**src/rtl/clk_div_ctrl.sv**
```systemverilog
// rtl/clk_div_ctrl.sv - glitch-free programmable clock divider controller
// Ratio changes are staged while running and take effect only at a falling boundary of clk_out.
module clk_div_ctrl #(
  parameter int CNT_W   = 8,
  parameter int RST_DIV = 1
) (
  input  logic             clk_in,
  input  logic             rst,
  input  logic             en,
  input  logic             cfg_valid,
  input  logic [CNT_W-1:0] cfg_div,
  output logic             cfg_ready,
  output logic             clk_out,
  output logic             rise_stb,
  output logic             running
);

  typedef enum logic [1:0] {S_IDLE, S_RUN, S_STOP} state_e;

  localparam logic [CNT_W-1:0] ONE       = CNT_W'(1);
  localparam logic [CNT_W-1:0] RST_DIV_V = CNT_W'(RST_DIV);

  state_e           state_q, state_d;
  logic             clk_q, clk_d;
  logic             rise_q, rise_d;
  logic             pend_q, pend_d;
  logic [CNT_W-1:0] cnt_q, cnt_d;
  logic [CNT_W-1:0] cur_div_q, cur_div_d;
  logic [CNT_W-1:0] pend_div_q, pend_div_d;

  logic             xfer;
  logic             terminal;
  logic [CNT_W-1:0] cfg_val;
  logic [CNT_W-1:0] next_div;

  assign xfer      = cfg_valid & ~pend_q;
  assign cfg_val   = (cfg_div == '0) ? ONE : cfg_div;
  assign next_div  = pend_q ? pend_div_q : cur_div_q;
  assign terminal  = (cnt_q == '0);

  assign cfg_ready = ~pend_q;
  assign clk_out   = clk_q;
  assign rise_stb  = rise_q;
  assign running   = (state_q != S_IDLE);

  always_comb begin
    state_d    = state_q;
    clk_d      = clk_q;
    rise_d     = 1'b0;
    pend_d     = pend_q;
    cnt_d      = cnt_q;
    cur_div_d  = cur_div_q;
    pend_div_d = pend_div_q;

    case (state_q)
      S_IDLE: begin
        clk_d = 1'b0;
        if (xfer) cur_div_d = cfg_val;
        if (en) begin
          state_d = S_RUN;
          clk_d   = 1'b1;
          rise_d  = 1'b1;
          cnt_d   = (xfer ? cfg_val : cur_div_q) - ONE;
        end
      end

      S_RUN, S_STOP: begin
        if (xfer) begin
          pend_div_d = cfg_val;
          pend_d     = 1'b1;
        end
        if (state_q == S_RUN && !clk_q && !en) begin
          // Low phase may be cut short: stopping here cannot create a runt high pulse.
          state_d = S_IDLE;
          cnt_d   = '0;
          pend_d  = 1'b0;
          cur_div_d = xfer ? cfg_val : next_div;
        end else if (state_q == S_STOP || !en) begin
          state_d = S_STOP;
          if (terminal) begin
            clk_d = 1'b0;
            if (pend_q) begin
              cur_div_d = pend_div_q;
              pend_d    = 1'b0;
            end
            if (en) begin
              state_d = S_RUN;
              cnt_d   = next_div - ONE;
            end else begin
              state_d = S_IDLE;
              cnt_d   = '0;
              if (xfer) begin
                cur_div_d = cfg_val;
                pend_d    = 1'b0;
              end
            end
          end else begin
            cnt_d = cnt_q - ONE;
          end
        end else if (terminal) begin
          if (clk_q) begin
            clk_d = 1'b0;
            if (pend_q) begin
              cur_div_d = pend_div_q;
              pend_d    = 1'b0;
            end
            cnt_d = next_div - ONE;
          end else begin
            clk_d  = 1'b1;
            rise_d = 1'b1;
            cnt_d  = cur_div_q - ONE;
          end
        end else begin
          cnt_d = cnt_q - ONE;
        end
      end

      default: begin
        state_d = S_IDLE;
        clk_d   = 1'b0;
        cnt_d   = '0;
      end
    endcase
  end

  always_ff @(posedge clk_in or negedge rst) begin
    if (!rst) begin
      state_q    <= S_IDLE;
      clk_q      <= 1'b0;
      rise_q     <= 1'b0;
      pend_q     <= 1'b0;
      cnt_q      <= '0;
      cur_div_q  <= RST_DIV_V;
      pend_div_q <= RST_DIV_V;
    end else begin
      state_q    <= state_d;
      clk_q      <= clk_d;
      rise_q     <= rise_d;
      pend_q     <= pend_d;
      cnt_q      <= cnt_d;
      cur_div_q  <= cur_div_d;
      pend_div_q <= pend_div_d;
    end
  end

endmodule

```
**config.mk**
```make
export PLATFORM = sky130hd
export DESIGN_NAME = clk_div_ctrl
export DESIGN_NICKNAME = d
export VERILOG_FILES = /design/src/rtl/clk_div_ctrl.sv
export SDC_FILE = /design/constraint.sdc
export NUM_CORES = 1
export LEC_CHECK = 0
export ABC_CLOCK_PERIOD_IN_PS = 2900
export BUFFER_PORTS_ARGS = -buffer_cell sky130_fd_sc_hd__buf_2
export CORE_MARGIN = 3
export CORE_UTILIZATION = 60
export DETAILED_ROUTE_END_ITERATION = 10
export PLACE_DENSITY = 0.79
export SLEW_MARGIN = 20
export SYNTH_ARGS = -nofsm -noshare
export SYNTH_HDL_FRONTEND = slang
export SYNTH_SLANG_ARGS = --single-unit
```
**constraint.sdc**
```tcl
create_clock -name clk_in -period 2.9 [get_ports clk_in]
set_input_delay 0.145 -clock clk_in [delete_from_list [all_inputs] [get_ports clk_in]]
set_output_delay 0.145 -clock clk_in [all_outputs]
set_load 0.02 [all_outputs]
```
==> out/results.txt <==
DR top layer: met4
Post-Syn Instances: 310
Path type of the worst setup path: register to register
Final Hold Viols: 0
Die H: 72.1 µm
Synth Area per Inst: 8.44 µm²
Unique cell type count in the Yosys netlist: 61
DR vias/cell: 6.83
CP Launch Type: register
Worst path required time: 3.07 ns
Chip width: 72.1 µm
Max Cap Viol: 0
Total CTS buffers: 5
Pleak: 1.14 nW
RSZ-0062 raised after global routing: false
Critical path arrival: 2.63 ns
Dpl hpwl: 5180 µm
Hold_buf cts: 1
DP Cell Count: 361
Number of gates resized after CTS: 0
# diodes: 0
Initial drt markers: 318
Cell Area, Synth: 2620 µm²
Post-synth top flop: dfrtp_1
Overflow after GRT: 0
Area of the core: 4120 µm²
Final wirelength: 7200 µm
Drt wl/cell: 19.5 µm
P&R area growth vs syn: 6.93%
# clock sinks: 29
Final setup vio count: 0
Final TNS setup: 0 ns
WL met3: 486 µm
Seq. cell area: 728 µm²
DIE AREA: 5190 µm²
Core Rows: 23
CTS Root Cell: clkbuf_8
Outcome: complete, but fails checks
Non-filler cells, final: 370
CP Capture Type: register
Commonest cells after routing, fill and taps aside: 27 x nand2_1, 27 x dfrtp_1, 25 x nor2_1
CTS max path bufs: 2
Clk slew on worst S/H paths: 0.07 ns
I/O Pins: 16
Reg-to-reg setup timing slack: 0.44 ns
Period utilization: 0.847
Number of port buffers: 15
Failing checks: DRC
Power density cells: 1310 nW/µm²
Metal-1 WL: 3090 µm
DR WL met2: 3450 µm
Post-synth EDFFs: 0
Ys async rst share: 1.00
TritonRoute pass-1 iters: 8
Layout Nets: 340
Area of the multi-input gates: 1740 µm²
Layout cells sized above 1: 0.166
Max-slew violations: 0
CTS tree: built
Flip-flop and latch count after synthesis: 29
Fill count: 341
Worst slew margin: 0.544
Tot GR Track Use: 0.289
RePlAce Congestion: 0.931
Measured slew at the worst slew-check pin: 0.684 ns
Routed Antenna Nets: 0
H-tree Lvls: 2
Synth warn: 0
Mapped Nets: 331
Tightest Hold Check Type: input pin to register
Tmin final: 2.46 ns
Worst skew pair latency: 0.29 ns
Register area share after synthesis: 0.278
Worst vdd ir: 0.875 mV
CP max FO: 13
Initial antenna violation count: 0
Routed vias: 2527
First-pass GRT wire length: 11700 µm
Vias in the first global route: 2317
Largest net degree at the start of global routing: 30
Initial core utilization: 0.636
Clk_skew: 0.0116 ns
Fmax: 0.407 GHz
Post-route DRC: 1
Postcts setup bufs: 0
per-layer routing:
layer,vias up,global-route usage
met2,124,0.484
met4,0,0.0960
met1,1198,0.382
met3,18,0.0471
met5,-,0
li1,1187,-
cell usage after synthesis (all sizes together) (3+ instances only):
cell type / n / area share
mux2i: 14 / 0.054
o22ai: 4 / 0.0096
a22oi: 5 / 0.014
a21oi: 12 / 0.023
nor4: 6 / 0.020
nand2: 27 / 0.039
nor3b: 3 / 0.0086
clkbuf: 11 / 0.016
ha: 9 / 0.043
inv: 15 / 0.022
mux2: 14 / 0.060
xnor2: 6 / 0.020
or4: 3 / 0.0086
or3: 7 / 0.017
o2111ai: 3 / 0.010
nor2b: 3 / 0.0072
a221oi: 3 / 0.010
nor3: 10 / 0.023
xor2: 10 / 0.033
dfrtp: 27 / 0.26
nand3: 4 / 0.0076
buf: 8 / 0.017
o21ai: 20 / 0.038
a31oi: 10 / 0.024
nor2: 25 / 0.036
or3b: 4 / 0.013
o211ai: 5 / 0.014
stage by stage:
stage | instance area, µm² | power [mW] | hold WS (ns) | util | setup slack (ns)
global placement | 2710 | 3.23 | 0.228 | 0.658 | 0.552
finish | 2800 | 3.65 | 0.106 | 0.680 | 0.443
detailed placement | 2710 | 3.27 | 0.216 | 0.658 | 0.497
floorplan | 2620 | 2.76 | -0.151 | - | 0.549
CTS | 2800 | 3.60 | 0.105 | 0.680 | 0.489
global route | 2800 | 3.95 | 0.118 | 0.680 | 0.331
layout make-up:
cell class | instances | area share
multi-input combinational | 246 | 0.623
timing repair buffer | 21 | 0.0438
clock buffer | 7 | 0.0273
sequential | 29 | 0.260
tap | 50 | 0.0224
inverter | 16 | 0.0215
clock inverter | 1 | 0.00179
state kept, by name, indices dropped and copies added (netlist names):
name        flops
clk_out         1
cnt_q           8
cur_div_q       8
pend_div_q      8
pend_q          1
rise_stb        1
state_q         2
worst paths after layout:
kind / from / to / depth (start not counted)
min in group asynchronous: rst / state_q[0]$_DFFE_PN0P_ / 2
worst min-delay path: cfg_valid / pend_q$_DFFE_PN0N_ / 3
worst min register to register: pend_div_q[0]$_DFFE_PN1P_ / pend_div_q[0]$_DFFE_PN1P_ / 2
worst max-delay path: cnt_q[1]$_DFFE_PN0P_ / cur_div_q[1]$_DFFE_PN0P_ / 7
max in group asynchronous: rst / cnt_q[7]$_DFFE_PN0P_ / 2
worst max register to register: cnt_q[1]$_DFFE_PN0P_ / cur_div_q[1]$_DFFE_PN0P_ / 7
cell families after synthesis:
logic type / share of synthesized area
AND/OR/NAND/NOR: 0.204
AO/OA/AOI/OAI: 0.252
buffers and inverters: 0.0554
flip-flops: 0.278
multiplexers: 0.114
XOR/XNOR: 0.0535
adder cells (fa/ha/maj): 0.0430
critical path, cell delays in order (launching register included):
cell      delay, ns
dfrtp_1        0.43
inv_1          0.10
ha_1           0.18
or3b_2         0.51
o221a_4        0.34
nor3_4         0.48
o211ai_1       0.17
o21a_1         0.13
report_power, final:
group	internal (mW)	total [mW]	switching, mW
combinational	0.998	2.35	1.35
clock	0.168	0.325	0.157
sequential	0.627	0.978	0.351
Note: power is estimated with default switching activity, not from simulation.
